File: src/rtl/ps2_mouse_multi.sv
// rtl/ps2_mouse_multi.sv - NUM_MICE independent PS/2 mouse receivers with clamped cursors
//
// Purpose: per channel, decode 11-bit PS/2 frames into 3-byte standard mouse
//          packets, accumulate a cursor clamped to the canvas, report buttons,
//          left-click rising-edge pulses, packet-accepted and error pulses.
// Optional: define MOUSE_ACCEL_EN to double deltas with |d| >= 8; this adds one
//           pipeline stage (latency 5 instead of 4 clk_in cycles).
// Ports:
//   clk_in    - system clock
//   rst_in    - synchronous active-high reset
//   ps2_clk   - raw PS/2 clock per channel (asynchronous)
//   ps2_data  - raw PS/2 data per channel (asynchronous)
//   mouse_x   - packed cursor x, channel i at [i*XW +: XW]
//   mouse_y   - packed cursor y, channel i at [i*YW +: YW]
//   buttons   - packed {middle,right,left}, channel i at [i*3 +: 3]
//   click     - one-cycle pulse on left-button rising edge
//   pkt_valid - one-cycle pulse when a packet is accepted
//   err       - one-cycle pulse when a byte is discarded
module ps2_mouse_multi #(
    parameter int NUM_MICE       = 2,
    parameter int CANVAS_WIDTH   = 360,
    parameter int CANVAS_HEIGHT  = 720,
    parameter int X_INIT         = 180,
    parameter int Y_INIT         = 360,
    parameter int TIMEOUT_CYCLES = 200000,
    localparam int XW = $clog2(CANVAS_WIDTH),
    localparam int YW = $clog2(CANVAS_HEIGHT)
) (
    input  logic                   clk_in,
    input  logic                   rst_in,
    input  logic [NUM_MICE-1:0]    ps2_clk,
    input  logic [NUM_MICE-1:0]    ps2_data,
    output logic [NUM_MICE*XW-1:0] mouse_x,
    output logic [NUM_MICE*YW-1:0] mouse_y,
    output logic [NUM_MICE*3-1:0]  buttons,
    output logic [NUM_MICE-1:0]    click,
    output logic [NUM_MICE-1:0]    pkt_valid,
    output logic [NUM_MICE-1:0]    err
);
    // Working width: two guard bits above the wider axis so x+dx / y-dy never
    // wrap before the clamp; never narrower than a doubled 9-bit delta needs.
    localparam int MW = (XW > YW) ? XW : YW;
    localparam int AW = ((MW > 9) ? MW : 9) + 2;
    localparam int TW = $clog2(TIMEOUT_CYCLES + 1);
    localparam logic signed [AW-1:0] XMAX = AW'(CANVAS_WIDTH - 1);
    localparam logic signed [AW-1:0] YMAX = AW'(CANVAS_HEIGHT - 1);

`ifdef MOUSE_ACCEL_EN
    localparam logic signed [AW-1:0] ACC_TH = AW'(8);
    function automatic logic signed [AW-1:0] f_accel(input logic signed [AW-1:0] d);
        if (d >= ACC_TH || d <= -ACC_TH) return d <<< 1;
        else return d;
    endfunction
`endif

    for (genvar i = 0; i < NUM_MICE; i++) begin : g_ch
        logic [1:0]           r_clk_s, r_dat_s;
        logic                 r_clk_d;
        logic [3:0]           r_bit_cnt;
        logic [8:0]           r_shift;     // data bits then parity, LSB first
        logic [1:0]           r_byte_idx;
        logic [TW-1:0]        r_timeout;
        logic [6:0]           r_hdr;       // {yovf,xovf,ysign,xsign,mid,right,left}
        logic [7:0]           r_b1;
        logic                 r_upd;
        logic signed [AW-1:0] r_dx, r_dy;
        logic [2:0]           r_btn_new;
        logic [XW-1:0]        r_x;
        logic [YW-1:0]        r_y;
        logic [2:0]           r_btn;
        logic                 r_click, r_pkt, r_err;

        logic                 w_fall, w_bit, w_frame_ok, w_upd;
        logic [7:0]           w_byte;
        logic signed [AW-1:0] w_dx_rx, w_dy_rx, w_dx, w_dy, w_xs, w_ys;
        logic [2:0]           w_btn;

        assign w_fall     = r_clk_d & ~r_clk_s[1];
        assign w_bit      = r_dat_s[1];
        assign w_byte     = r_shift[7:0];
        // Stop bit high and an odd number of ones across data plus parity.
        assign w_frame_ok = w_bit & (^r_shift);
        assign w_dx_rx    = r_hdr[5] ? '0 : $signed({{(AW-8){r_hdr[3]}}, r_b1});
        assign w_dy_rx    = r_hdr[6] ? '0 : $signed({{(AW-8){r_hdr[4]}}, w_byte});

        always_ff @(posedge clk_in) begin
            if (rst_in) begin
                r_clk_s    <= 2'b11;
                r_dat_s    <= 2'b11;
                r_clk_d    <= 1'b1;
                r_bit_cnt  <= '0;
                r_shift    <= '0;
                r_byte_idx <= '0;
                r_timeout  <= '0;
                r_hdr      <= '0;
                r_b1       <= '0;
                r_upd      <= 1'b0;
                r_dx       <= '0;
                r_dy       <= '0;
                r_btn_new  <= '0;
                r_err      <= 1'b0;
            end else begin
                r_clk_s <= {r_clk_s[0], ps2_clk[i]};
                r_dat_s <= {r_dat_s[0], ps2_data[i]};
                r_clk_d <= r_clk_s[1];
                r_upd   <= 1'b0;
                r_err   <= 1'b0;
                if (w_fall) begin
                    r_timeout <= '0;
                    if (r_bit_cnt == 4'd0) begin
                        // A high start bit is a discarded byte; stay hunting.
                        if (w_bit) begin
                            r_err      <= 1'b1;
                            r_byte_idx <= '0;
                        end else begin
                            r_bit_cnt <= 4'd1;
                        end
                    end else if (r_bit_cnt != 4'd10) begin
                        r_shift   <= {w_bit, r_shift[8:1]};
                        r_bit_cnt <= r_bit_cnt + 4'd1;
                    end else begin
                        r_bit_cnt <= '0;
                        if (!w_frame_ok) begin
                            r_err      <= 1'b1;
                            r_byte_idx <= '0;
                        end else begin
                            case (r_byte_idx)
                                2'd0: begin
                                    if (w_byte[3]) begin
                                        r_hdr      <= {w_byte[7:4], w_byte[2:0]};
                                        r_byte_idx <= 2'd1;
                                    end else begin
                                        r_err <= 1'b1;
                                    end
                                end
                                2'd1: begin
                                    r_b1       <= w_byte;
                                    r_byte_idx <= 2'd2;
                                end
                                default: begin
                                    r_byte_idx <= '0;
                                    r_upd      <= 1'b1;
                                    r_dx       <= w_dx_rx;
                                    r_dy       <= w_dy_rx;
                                    r_btn_new  <= r_hdr[2:0];
                                end
                            endcase
                        end
                    end
                end else if (r_timeout != TW'(TIMEOUT_CYCLES)) begin
                    r_timeout <= r_timeout + 1'b1;
                end else if (r_bit_cnt != 4'd0 || r_byte_idx != 2'd0) begin
                    r_bit_cnt  <= '0;
                    r_byte_idx <= '0;
                end
            end
        end

`ifdef MOUSE_ACCEL_EN
        logic                 r_upd_a;
        logic signed [AW-1:0] r_dx_a, r_dy_a;
        logic [2:0]           r_btn_a;
        always_ff @(posedge clk_in) begin
            if (rst_in) begin
                r_upd_a <= 1'b0;
                r_dx_a  <= '0;
                r_dy_a  <= '0;
                r_btn_a <= '0;
            end else begin
                r_upd_a <= r_upd;
                r_dx_a  <= f_accel(r_dx);
                r_dy_a  <= f_accel(r_dy);
                r_btn_a <= r_btn_new;
            end
        end
        assign w_upd = r_upd_a;
        assign w_dx  = r_dx_a;
        assign w_dy  = r_dy_a;
        assign w_btn = r_btn_a;
`else
        assign w_upd = r_upd;
        assign w_dx  = r_dx;
        assign w_dy  = r_dy;
        assign w_btn = r_btn_new;
`endif

        // PS/2 positive y is up, screen positive y is down.
        assign w_xs = $signed({{(AW-XW){1'b0}}, r_x}) + w_dx;
        assign w_ys = $signed({{(AW-YW){1'b0}}, r_y}) - w_dy;

        always_ff @(posedge clk_in) begin
            if (rst_in) begin
                r_x     <= XW'(X_INIT);
                r_y     <= YW'(Y_INIT);
                r_btn   <= '0;
                r_click <= 1'b0;
                r_pkt   <= 1'b0;
            end else begin
                r_pkt   <= w_upd;
                r_click <= w_upd & w_btn[0] & ~r_btn[0];
                if (w_upd) begin
                    r_btn <= w_btn;
                    if (w_xs[AW-1])     r_x <= '0;
                    else if (w_xs > XMAX) r_x <= XMAX[XW-1:0];
                    else                r_x <= w_xs[XW-1:0];
                    if (w_ys[AW-1])     r_y <= '0;
                    else if (w_ys > YMAX) r_y <= YMAX[YW-1:0];
                    else                r_y <= w_ys[YW-1:0];
                end
            end
        end

        assign mouse_x[i*XW +: XW] = r_x;
        assign mouse_y[i*YW +: YW] = r_y;
        assign buttons[i*3 +: 3]   = r_btn;
        assign click[i]            = r_click;
        assign pkt_valid[i]        = r_pkt;
        assign err[i]              = r_err;
    end
endmodule

File: config.mk
export PLATFORM = sky130hd
export DESIGN_NAME = ps2_mouse_multi
export DESIGN_NICKNAME = d
export VERILOG_FILES = /design/src/rtl/ps2_mouse_multi.sv
export SDC_FILE = /design/constraint.sdc
export NUM_CORES = 1
export LEC_CHECK = 0
export ABC_AREA = 1
export BUFFER_PORTS_ARGS = -buffer_cell sky130_fd_sc_hd__buf_2
export CORE_AREA = 4 4 199 201
export DETAILED_ROUTE_END_ITERATION = 6
export DIE_AREA = 0 0 203 205
export SLEW_MARGIN = 30
export SYNTH_ARGS = -nofsm -noshare
export SYNTH_HDL_FRONTEND = slang
export SYNTH_SLANG_ARGS = --single-unit
File: constraint.sdc
create_clock -name clk_in -period 3.6 [get_ports clk_in]
set_clock_uncertainty 0.15 [all_clocks]
set_input_delay 0.72 -clock clk_in [delete_from_list [all_inputs] [get_ports clk_in]]
set_output_delay 0.72 -clock clk_in [all_outputs]
set_load 0.01 [all_outputs]
Word level (Yosys, flattened, before mapping)
Cells that the tools add are included.

Input port bits: 6. Register bits after elaboration: 212. ROM bits: 0. Bits in writable memories: 0. Output and inout port bits: 50. Memories: 0. Word-level logic and storage cells: 178. Bits in latches: 0.

Mux-type cells: 56. Reductions and logical operators: 34. Shift-type cells: 0. Div/mod/pow operators: 0. Order comparisons: 4. Bitwise logic cells: 22. Add/subtract/negate cells: 8. $mul: 0. Eq/ne operators: 16.

Operator list (number): two-way mux 12 bit (4); two-way mux 4 bit (12); two-way mux 10 bit (4); adder 18 x 1 -> 18 bit (second input constant) (2); two-way mux 9 bit (4); inequality test 18 bit (second input constant) (2); two-way mux 2 bit (16); AND reduction 5 bit (6); adder 10 x 12 -> 12 bit (2); greater-than comparator 12 x 10 -> 1 bit (second input constant) (2); greater-than comparator 12 x 11 -> 1 bit (second input constant) (2); subtractor 11 x 12 -> 12 bit (2); inequality test 3 bit (second input constant) (6); XOR reduction 9 bit (2); two-way mux 1 bit (14); NOT 1 bit (14); AND reduction 3 bit (4); AND reduction 6 bit (2); OR reduction 2 bit (6); inequality test 5 bit (second input constant) (2); OR reduction 5 bit (2); adder 4 x 1 -> 4 bit (second input constant) (2); bitwise AND 1 bit (8); zero test 4 bit (2); other kinds (8) (18).

Logic depth before layout (Yosys ltp)
Gate-level depths: netlist of the first run.

Word-level depth: 6. Depth in mapped cells: 17. Gate-level depth less buffers: 17.

Least setup slack after synthesis of the first run
No wires, ideal clock.

Path type: reg-to-reg. Start point: register g_ch[1].r_y[2]. End point: register g_ch[1].r_y[6]. Cell stages (with the launch flop): 15. Data arrival time: 1.878 ns. Path slack: 1.453 ns. Buffers on the path: 1. Cells stage by stage: dfxtp_1 > ha_1 > buf_2 > a21oi_1 > nand2_1 > nand2_1 > nand2_1 > nand2_1 > nand2_1 > nand2_1 > nor2_1 > nor2_2 > nand2_1 > o21ai_0 > nand2_1.

Word-level cells in the longest chain between the ends: 4.

Ends and longest elaborated chain: start, declared (RTL line 69) `logic [YW-1:0] r_y;`; start signal, assigned (RTL line 194) `r_y <= YW'(Y_INIT);`; start signal, assigned (RTL line 207) `else if (w_ys > YMAX) r_y <= YMAX[YW-1:0];`; start signal, assigned (RTL line 208) `else r_y <= w_ys[YW-1:0];`; subtractor 11 x 12 -> 12 bit (*) (RTL line 189) `assign w_ys = $signed({{(AW-YW){1'b0}}, r_y}) - w_dy;`; greater-than comparator 12 x 11 -> 1 bit (RTL line 207); two-way mux 10 bit (RTL line 207); two-way mux 10 bit (*) (RTL line 206) `if (w_ys[AW-1]) r_y <= '0;`.

Every way passes the cells marked *; elsewhere a longest branch is shown, timed or not. A chain may end at the register's enable or synchronous reset.

Worst setup path after layout of the first run
Start point: register g_ch[0].r_bit_cnt[0]. End point: register g_ch[0].r_dy[2].

Word-level cells in the longest chain between the ends: 3. Elaborated cells between the ends (all ways): 5. Classes of those cells: eq/ne (1); bitwise (2); reduce/logical (2).

Ends and longest elaborated chain: start, declared (RTL line 59) `logic [3:0] r_bit_cnt;`; start signal, assigned (RTL line 120) `r_bit_cnt <= r_bit_cnt + 4'd1;`; inequality test 4 bit or zero test 4 bit (tied branches) (RTL line 118, 110); NOT 1 bit (no source line); AND reduction 5 bit (no source line) (*); end signal, assigned (RTL line 144) `r_dy <= w_dy_rx;`; end, declared (RTL line 66) `logic signed [AW-1:0] r_dx, r_dy;`.

Marks and branches as above.

==> metrics.md, run 1 <==
| Metric | Value |
|---|---|
| Synth cell count leaders | 387 x nand2_1, 229 x inv_1, 200 x dfxtp_1 |
| Net Sw Power | approximately 940 µW |
| Placer Congestion | 0.8383 |
| I/O pin count | 56 |
| Synth Net Count | ~1700 |
| Cell taking the most area after synthesis | dfxtp_1 |
| I/O Buffers | between 50 and 60 |
| Leak | around 5.3 nW |
| Worst vdd ir | between 200 and 300 µV |
| Pin count of the biggest net entering global routing | 52 |
| Sequential power share | 0.517 |
| Unrepaired setup endpoints after global routing | no |
| Number of CTS-inserted buffers | 17 |
| Crit path kind | reg -> reg |
| Synth top area cells | dfxtp_1 37%, nand2_1 13%, inv_1 7.9% |
| Initial antenna violation count | 0 |
| Slowest CP cell | nor2_4 |
| Max Root-Sink Buffers | 2 |
| Layout filler cell count | around 4000 |
| Clk sink count | 200 |
| Critical Path Max Stage Delay | approximately 0.59 ns |
| Synth Flop Type | dfxtp_1 |
| Fin. Hold Viols | 0 |
| Crit-path max FO | 39 |
| # nets final | about 1700 |
| CTS H-Tree Depth | 4 |
| Power, Total | between 4 and 5 mW |
| Wire length per cell | 11.48 µm |
| Hold Path Class | reg -> reg |
| Arrival time worst endpoint | 2.72 ns |
| Crit-path cells | inv_1 -> ha_1 -> nand3_1 -> inv_1 -> nand3_1 -> nor2_4 -> o21ai_0 -> o21ai_0 -> nor2_1 |
| Number of global-route vias before repair | roughly 9200 |
| # hold bufs at CTS | 0 |
| Comb pwr share | 0.032 |
| Post-DP HPWL | 18.38 mm |
| Worst-margin pin slew | about 0.9 ns |
| Initial DRC Count | 500 |
| Clock latency on the worst-skew pair | ~0.43 ns |
| Maximum clock rate | 389.3 MHz |
| Async SR Flop Fraction | 0 |
| DRC viols | 0 |
| 1st-pass router iterations | 4 |
| Slew headroom | 0.4015 |
| Antenna diodes | 0 |
| Post-synth cell types | 39 |
| Maxcap violations | 0 |
| Initial Util | 0.2899 |
| Grt ovf | 0 |
| Top cell type's share of synthesized area | 0.3675 |
| Vias | around 9700 |
| CP startpoint kind | flop |
| Clk slew on worst S/H paths | about 0.07 ns |
| DP Area | ~12000 µm² |
| CTS tree | done |
| Die footprint | 41620 µm² |
| Post-route minimum period | between 2 and 3 ns |
| Status | finished, final reports clean |
| Core Rows | 71 |
| Top delay family on crit path | simple AND/OR/NAND/NOR gates |
| Die H | a little over 200 µm |
| Worst Setup End Kind | flop |
| Layout cell share with drive strength beyond 1 | 0.08238 |
| First-pass GRT wire length | about 43 mm |
| Required time worst endpoint | 3.75 ns |
| Yosys reg bits | 200 |
| Max Slew Vio Count | 0 |
| Setup TNS | 0 ns |
| Die width | 203 µm |
| Most common cell in the netlist | nand2_1 |
| Mapped Cells | about 1600 |
| Tcrit/Tclk final | 0.7136 |
| Post-route cell area | about 12000 µm² |
| Post-CTS setup buffer count | 0 |
| GRT Resource Usage Total | 0.1231 |
| Clock share of power | 0.451 |
| Syn avg cell area | a little under 7 µm² |
| Post_cts resized | 0 |
| # setup viols final | 0 |
| Non-Filler Instances | between 2000 and 2500 |
| Placed insts | roughly 2100 |
| P_int | 3.403 mW |
| Clock root cell | clkbuf_16 |
| Sw Share | 0.2164 |
| Final wirelength | ~25 mm |
| Post-Syn Area | approximately 11000 µm² |
| Number of routed nets with antenna violations | 0 |
| Vias/cell | between 4 and 5 |
| Yosys warns | 0 |
| PwrDens | around 360 nW/µm² |
| Core Footprint | approximately 38000 µm² |
| Register area share after synthesis | 0.3675 |
| Layout area overhead | 11.97% |
| Critical path buffers and inverters | 2 |
| Post-synth EDFFs | 0 |
[power groups by stage]
stage / Sequential (mW) / Clock (mW) / Combinational (mW)
floorplan: 2.29 / 0 / 0.109
finish: 2.24 / 1.96 / 0.140
global route: 2.25 / 2.12 / 0.161
global placement: 2.29 / 0 / 0.138
CTS: 2.24 / 2.02 / 0.141
detailed placement: 2.29 / 0 / 0.141
[worst paths after layout]
check | end | startpoint | depth (start not counted) | slack (ns)
min | g_ch[0].r_dat_s[1] | g_ch[0].r_dat_s[0] | 1 | 0.26
min reg2reg | g_ch[0].r_dat_s[1] | g_ch[0].r_dat_s[0] | 1 | 0.26
max | g_ch[0].r_dy[2] | g_ch[0].r_bit_cnt[0] | 9 | 1.03
max reg2reg | g_ch[0].r_dy[2] | g_ch[0].r_bit_cnt[0] | 9 | 1.03
[state kept, by name, summed over array words and instances, names as in the netlist, 6 cells and up]
| signal | cells |
|---|---|
| g_ch.r_y | 20 |
| g_ch.r_b1 | 16 |
| g_ch.r_bit_cnt | 8 |
| g_ch.r_dy | 18 |
| g_ch.r_x | 18 |
| g_ch.r_shift | 18 |
| g_ch.r_btn | 6 |
| g_ch.r_hdr | 14 |
| g_ch.r_btn_new | 6 |
| g_ch.r_dx | 18 |
| g_ch.r_timeout | 36 |
[placed cells by master, fill, tap and decap left out, types with 5 or more instances in the layout]
| cell type | instances |
|---|---|
| a21oi_1 | 127 |
| ha_1 | 52 |
| nand2_1 | 387 |
| nor2_1 | 171 |
| nor3_1 | 24 |
| o21ai_1 | 12 |
| inv_1 | 229 |
| buf_4 | 8 |
| or2_2 | 13 |
| dfxtp_1 | 200 |
| nor2_2 | 17 |
| nand3b_1 | 5 |
| nor4_1 | 6 |
| clkinv_2 | 5 |
| o21ai_0 | 92 |
| xnor2_1 | 10 |
| xor2_1 | 16 |
| buf_2 | 54 |
| clkbuf_16 | 17 |
| nand4_1 | 41 |
| nand3_1 | 133 |
[metrics by stage]
| step | hold slack (ns) | utilization | setup slack (ns) |
|---|---|---|---|
| final | 0.2584 | 0.3246 | 1.031 |
| after floorplan | 0.2395 | - | 1.453 |
| after global placement | 0.2417 | 0.3088 | 1.121 |
| after CTS | 0.2607 | 0.3246 | 1.026 |
| after detailed placement | 0.2441 | 0.3088 | 1.029 |
| after global routing | 0.2920 | 0.3246 | 0.7275 |
[cells by family (layout without fill, tap and decap cells)]
group                      after synthesis  count (layout)  synth area share
buffers and inverters                  286             329            0.1055
xor gates and xnor gates                26              26           0.02090
DFF                                    200             200            0.3675
and+or+nand+nor                        813             813            0.3275
adders and majority gates               56              56           0.06706
AOI/OAI and AO/OA                      239             239            0.1115
[per-layer routing]
layer,up-vias,GRT usage,part of all wire
li1,5256,-,-
met2,118,0.2042,0.45
met3,18,0.02105,0.029
met5,-,0,0
met1,4320,0.1663,0.51
met4,0,0.03274,0.011
[final cells by class]
cell class / count / area, µm² / area share
tap: 511 / 639.4 / 0.05241
inverter: 237 / 889.6 / 0.07292
multi-input combinational: 1134 / 5742 / 0.4707
clock inverter: 9 / 123.9 / 0.01015
clock buffer: 21 / 470.5 / 0.03856
sequential: 200 / 4004 / 0.3282
timing repair buffer: 62 / 330.3 / 0.02708
Power figures use the tool's default switching activity.
==> inputs of run 2 (changes only) <==
--- a/config.mk
+++ b/config.mk
@@ -5,11 +5,11 @@
 export SDC_FILE = /design/constraint.sdc
 export NUM_CORES = 1
 export LEC_CHECK = 0
-export ABC_AREA = 1
+export ABC_AREA = 0
 export BUFFER_PORTS_ARGS = -buffer_cell sky130_fd_sc_hd__buf_2
-export CORE_AREA = 4 4 199 201
+export CORE_AREA = 4 4 193 195
 export DETAILED_ROUTE_END_ITERATION = 6
-export DIE_AREA = 0 0 203 205
+export DIE_AREA = 0 0 197 199
 export SLEW_MARGIN = 30
 export SYNTH_ARGS = -nofsm -noshare
 export SYNTH_HDL_FRONTEND = slang
==> constraint.sdc (replaced) <==
create_clock -name clk_in -period 2.11 [get_ports clk_in]
set_clock_uncertainty 0.15 [all_clocks]
set_input_delay 0.422 -clock clk_in [delete_from_list [all_inputs] [get_ports clk_in]]
set_output_delay 0.422 -clock clk_in [all_outputs]
set_load 0.01 [all_outputs]
==> metrics.md, run 2 <==
| Metric | Value |
|---|---|
| Clk slew on worst S/H paths | 0.08 ns (about the same) |
| Vias | 9306 (-4.2%) |
| Worst vdd ir | 498.2 µV (+97%) |
| Clock latency on the worst-skew pair | 0.44 ns (about the same) |
| Number of global-route vias before repair | 9321 (+1.0%) |
| Hold depth | 2 (+1) |
| Cell taking the most area after synthesis | dfxtp_1 |
| Hold Path Sink | g_ch[0].r_dat_s[0] |
| Pin count of the biggest net entering global routing | 70 (+35%) |
| Number of CTS-inserted buffers | 17 (unchanged) |
| Max Root-Sink Buffers | 2 (unchanged) |
| Clk sink count | 200 (unchanged) |
| Die footprint | 39200 µm² (-5.8%) |
| Mapped Cells | 1199 (-26%) |
| # hold bufs at CTS | 0 (unchanged) |
| R2R cell count | 9 (unchanged) |
| Wire length per cell | 13.95 µm (+22%) |
| Post-route minimum period | 2.739 ns (+0.1696 ns) |
| 1st-pass router iterations | 4 (unchanged) |
| Grt ovf | 0 (unchanged) |
| Die width | 197 µm (-3.0%) |
| Synth cell count leaders | 200 x dfxtp_1, 163 x nor2_1, 121 x nand2_1 |
| Core Footprint | 35400 µm² (-5.8%) |
| Most common cell in the netlist | dfxtp_1 |
| Initial Util | 0.2878 (-0.002178) |
| RR Endpoint | g_ch[1].r_x[4] |
| Arrival time worst endpoint | 2.94 ns (+0.22 ns) |
| Number of routed nets with antenna violations | 0 (unchanged) |
| PnR worst setup slack | -0.6286 ns (-1.660 ns) |
| Crit-path cells | ha_4 -> fa_2 -> a21o_1 -> a221o_1 -> o41ai_2 -> o21ba_2 -> mux2i_4 -> o21ai_4 -> o31ai_1 |
| Slew headroom | 0.5147 (+0.1132) |
| Core Rows | 69 (-2.8%) |
| CP startpoint kind | flop |
| Top cell type's share of synthesized area | 0.3931 (+0.02559) |
| Worst-margin pin slew | 0.7270 ns (-0.1696 ns) |
| Layout area overhead | 44.64% |
| Leak | 5.847 nW (+11%) |
| Tcrit/Tclk final | 1.298 (+0.5843) |
| # nets final | 1535 (-10%) |
| Top delay family on crit path | compound AO/OA/AOI/OAI gates |
| I/O pin count | 56 (unchanged) |
| PwrDens | 488.4 nW/µm² (+37%) |
| Critical Path Max Stage Delay | 0.35 ns (-0.24 ns) |
| Worst reg-to-reg setup slack | -0.63 ns (-1.66 ns) |
| Clock root cell | clkbuf_16 |
| Required time worst endpoint | 2.31 ns (-1.44 ns) |
| Finished Core Util | 0.4162 (+0.09158) |
| Synth Net Count | 1261 (-25%) |
| Maximum clock rate | 365.1 MHz (-6.2%) |
| GRT Resource Usage Total | 0.1349 (+0.01184) |
| Status | complete, but fails checks |
| Initial DRC Count | 411 (-18%) |
| DP Area | 12730 µm² (+9.7%) |
| Initial antenna violation count | 0 (unchanged) |
| Yosys reg bits | 200 (unchanged) |
| Maxcap violations | 0 (unchanged) |
| Hold slack | 0.03843 ns (-0.2200 ns) |
| CTS H-Tree Depth | 4 (unchanged) |
| Critical path buffers and inverters | 0 (-2) |
| Commonest cells after routing, fill and taps aside | 219 x buf_4, 172 x dfxtp_1, 157 x nor2_1 |
| DRC viols | 0 (unchanged) |
| Yosys warns | 0 (unchanged) |
| Async SR Flop Fraction | 0 (unchanged) |
| DP Worst Slack | -0.6937 ns (-1.722 ns) |
| Crit path kind | reg -> reg |
| Slowest CP cell | a221o_1 |
| Antenna diodes | 0 (unchanged) |
| Placer Congestion | 0.8545 (+1.9%) |
| Post-Syn Area | 10190 µm² (-6.5%) |
| Post-synth EDFFs | 0 (unchanged) |
| Unrepaired setup endpoints after global routing | yes |
| Leading registers by flop count | g_ch.r_timeout x36, g_ch.r_y x20 |
| I/O Buffers | 55 (unchanged) |
| Layout filler cell count | 3433 (-15%) |
| Failing checks | negative setup slack |
| Post-synth cell types | 71 (+82%) |
| Hold Path Origin | ps2_data[0] |
| Max Slew Vio Count | 0 (unchanged) |
| # setup viols final | 114 (+114) |
| Register area share after synthesis | 0.3931 (+0.02559) |
| Vias/cell | 4.780 (+7.0%) |
| Final wirelength | 27.16 mm (+8.8%) |
| Worst Setup End Kind | flop |
| Die H | 199 µm (-2.9%) |
| Syn avg cell area | 8.495 µm² (+26%) |
| Post-route cell area | 14730 µm² (+21%) |
| Synth Flop Type | dfxtp_1 |
| Placed insts | 1875 (-13%) |
| First-pass GRT wire length | 44.32 mm (+2.0%) |
| Post-DP HPWL | 18.37 mm (about the same) |
| CTS tree | done |
| Hold Path Class | in -> reg |
| Max FFs per register | 36 (unchanged) |
| Layout cell share with drive strength beyond 1 | 0.3869 (+0.3046) |
| Fin. Hold Viols | 0 (unchanged) |
| Non-Filler Instances | 1947 (-10%) |
| Synth top area cells | dfxtp_1 39%, ha_1 6.4%, nor2_1 6.0% |
| Crit-path max FO | 7 (-82%) |
| Commonest non-fill, non-tap cell in the layout | buf_4 |
| Most flops, register | g_ch.r_timeout |
| Worst r2r src | g_ch[1].r_dx[0] |
==> run 2: final cells by class <==
cell class | instances | area, µm² | share of cell area
Clock inverter | 14 | 131.4 | 0.008917
Timing Repair Buffer | 303 | 2384 | 0.1618
Tap cell | 461 | 576.8 | 0.03915
Inverter | 55 | 206.4 | 0.01401
Multi-Input combinational cell | 896 | 6952 | 0.4718
Sequential cell | 200 | 4044 | 0.2745
Clock buffer | 18 | 439.2 | 0.02981
==> run 2: how the worst max path moves through the flow <==
stage / cells past startpoint / startpoint / slack, ns / end
after global routing: 10 / g_ch[1].r_dx[0] / -0.77 / g_ch[1].r_x[2]
after detailed placement: 10 / g_ch[1].r_dx[0] / -0.69 / g_ch[1].r_x[1]
final: 9 / g_ch[1].r_dx[0] / -0.63 / g_ch[1].r_x[4]
after global placement: 10 / g_ch[1].r_dx[0] / -0.66 / g_ch[1].r_x[3]
after CTS: 10 / g_ch[1].r_dx[0] / -0.60 / g_ch[1].r_x[2]
after floorplan: 10 / g_ch[1].r_x[0] / -0.55 / g_ch[1].r_x[0]
==> run 2: metal layers <==
layer  routed length [µm]  track usage
met5                    0            0
met4                  565      0.04443
met3                  705      0.02456
met2                13550       0.2415
met1                12340       0.1636
==> run 2: logic make-up (layout without fill, tap and decap cells) <==
logic type / after synthesis / after routing / synth area share
XOR/XNOR: 69 / 69 / 0.06203
AND/OR/NAND/NOR: 457 / 460 / 0.2180
adder cells (fa/ha/maj): 56 / 56 / 0.07174
flip-flops: 200 / 200 / 0.3931
multiplexers: 45 / 45 / 0.04422
AO/OA/AOI/OAI: 266 / 266 / 0.1668
buffers and inverters: 106 / 390 / 0.04410
==> run 2: what timing repair did <==
| action | 4_1_cts | 5_1_grt |
|---|---|---|
| buffers inserted | 12 | 21 |
| pin swaps | 80 | 57 |
| gates cloned | 7 | 2 |
| endpoints found under the setup margin | 112 | 135 |
| gates resized for setup | 140 | 119 |
==> run 2: metrics by stage <==
stage	total power [mW]	setup TNS [ns]
floorplan	3.990	-12.16
global placement	4.049	-25.18
detailed placement	4.053	-30.37
CTS	7.292	-32.18
global route	7.445	-45.70
finish	7.195	-33.66
==> run 2: worst register-to-register path, stage by stage (launching register included) <==
cell	delay, ns
dfxtp_2	0.34
ha_4	0.16
fa_2	0.34
a21o_1	0.21
a221o_1	0.35
o41ai_2	0.26
o21ba_2	0.21
mux2i_4	0.26
o21ai_4	0.12
o31ai_1	0.24
==> run 2: power breakdown <==
group / internal [mW] / switching (mW)
clock network: 1.60 / 1.63
registers: 3.79 / 0.0142
logic: 0.0519 / 0.115
total: 5.44 / 1.76
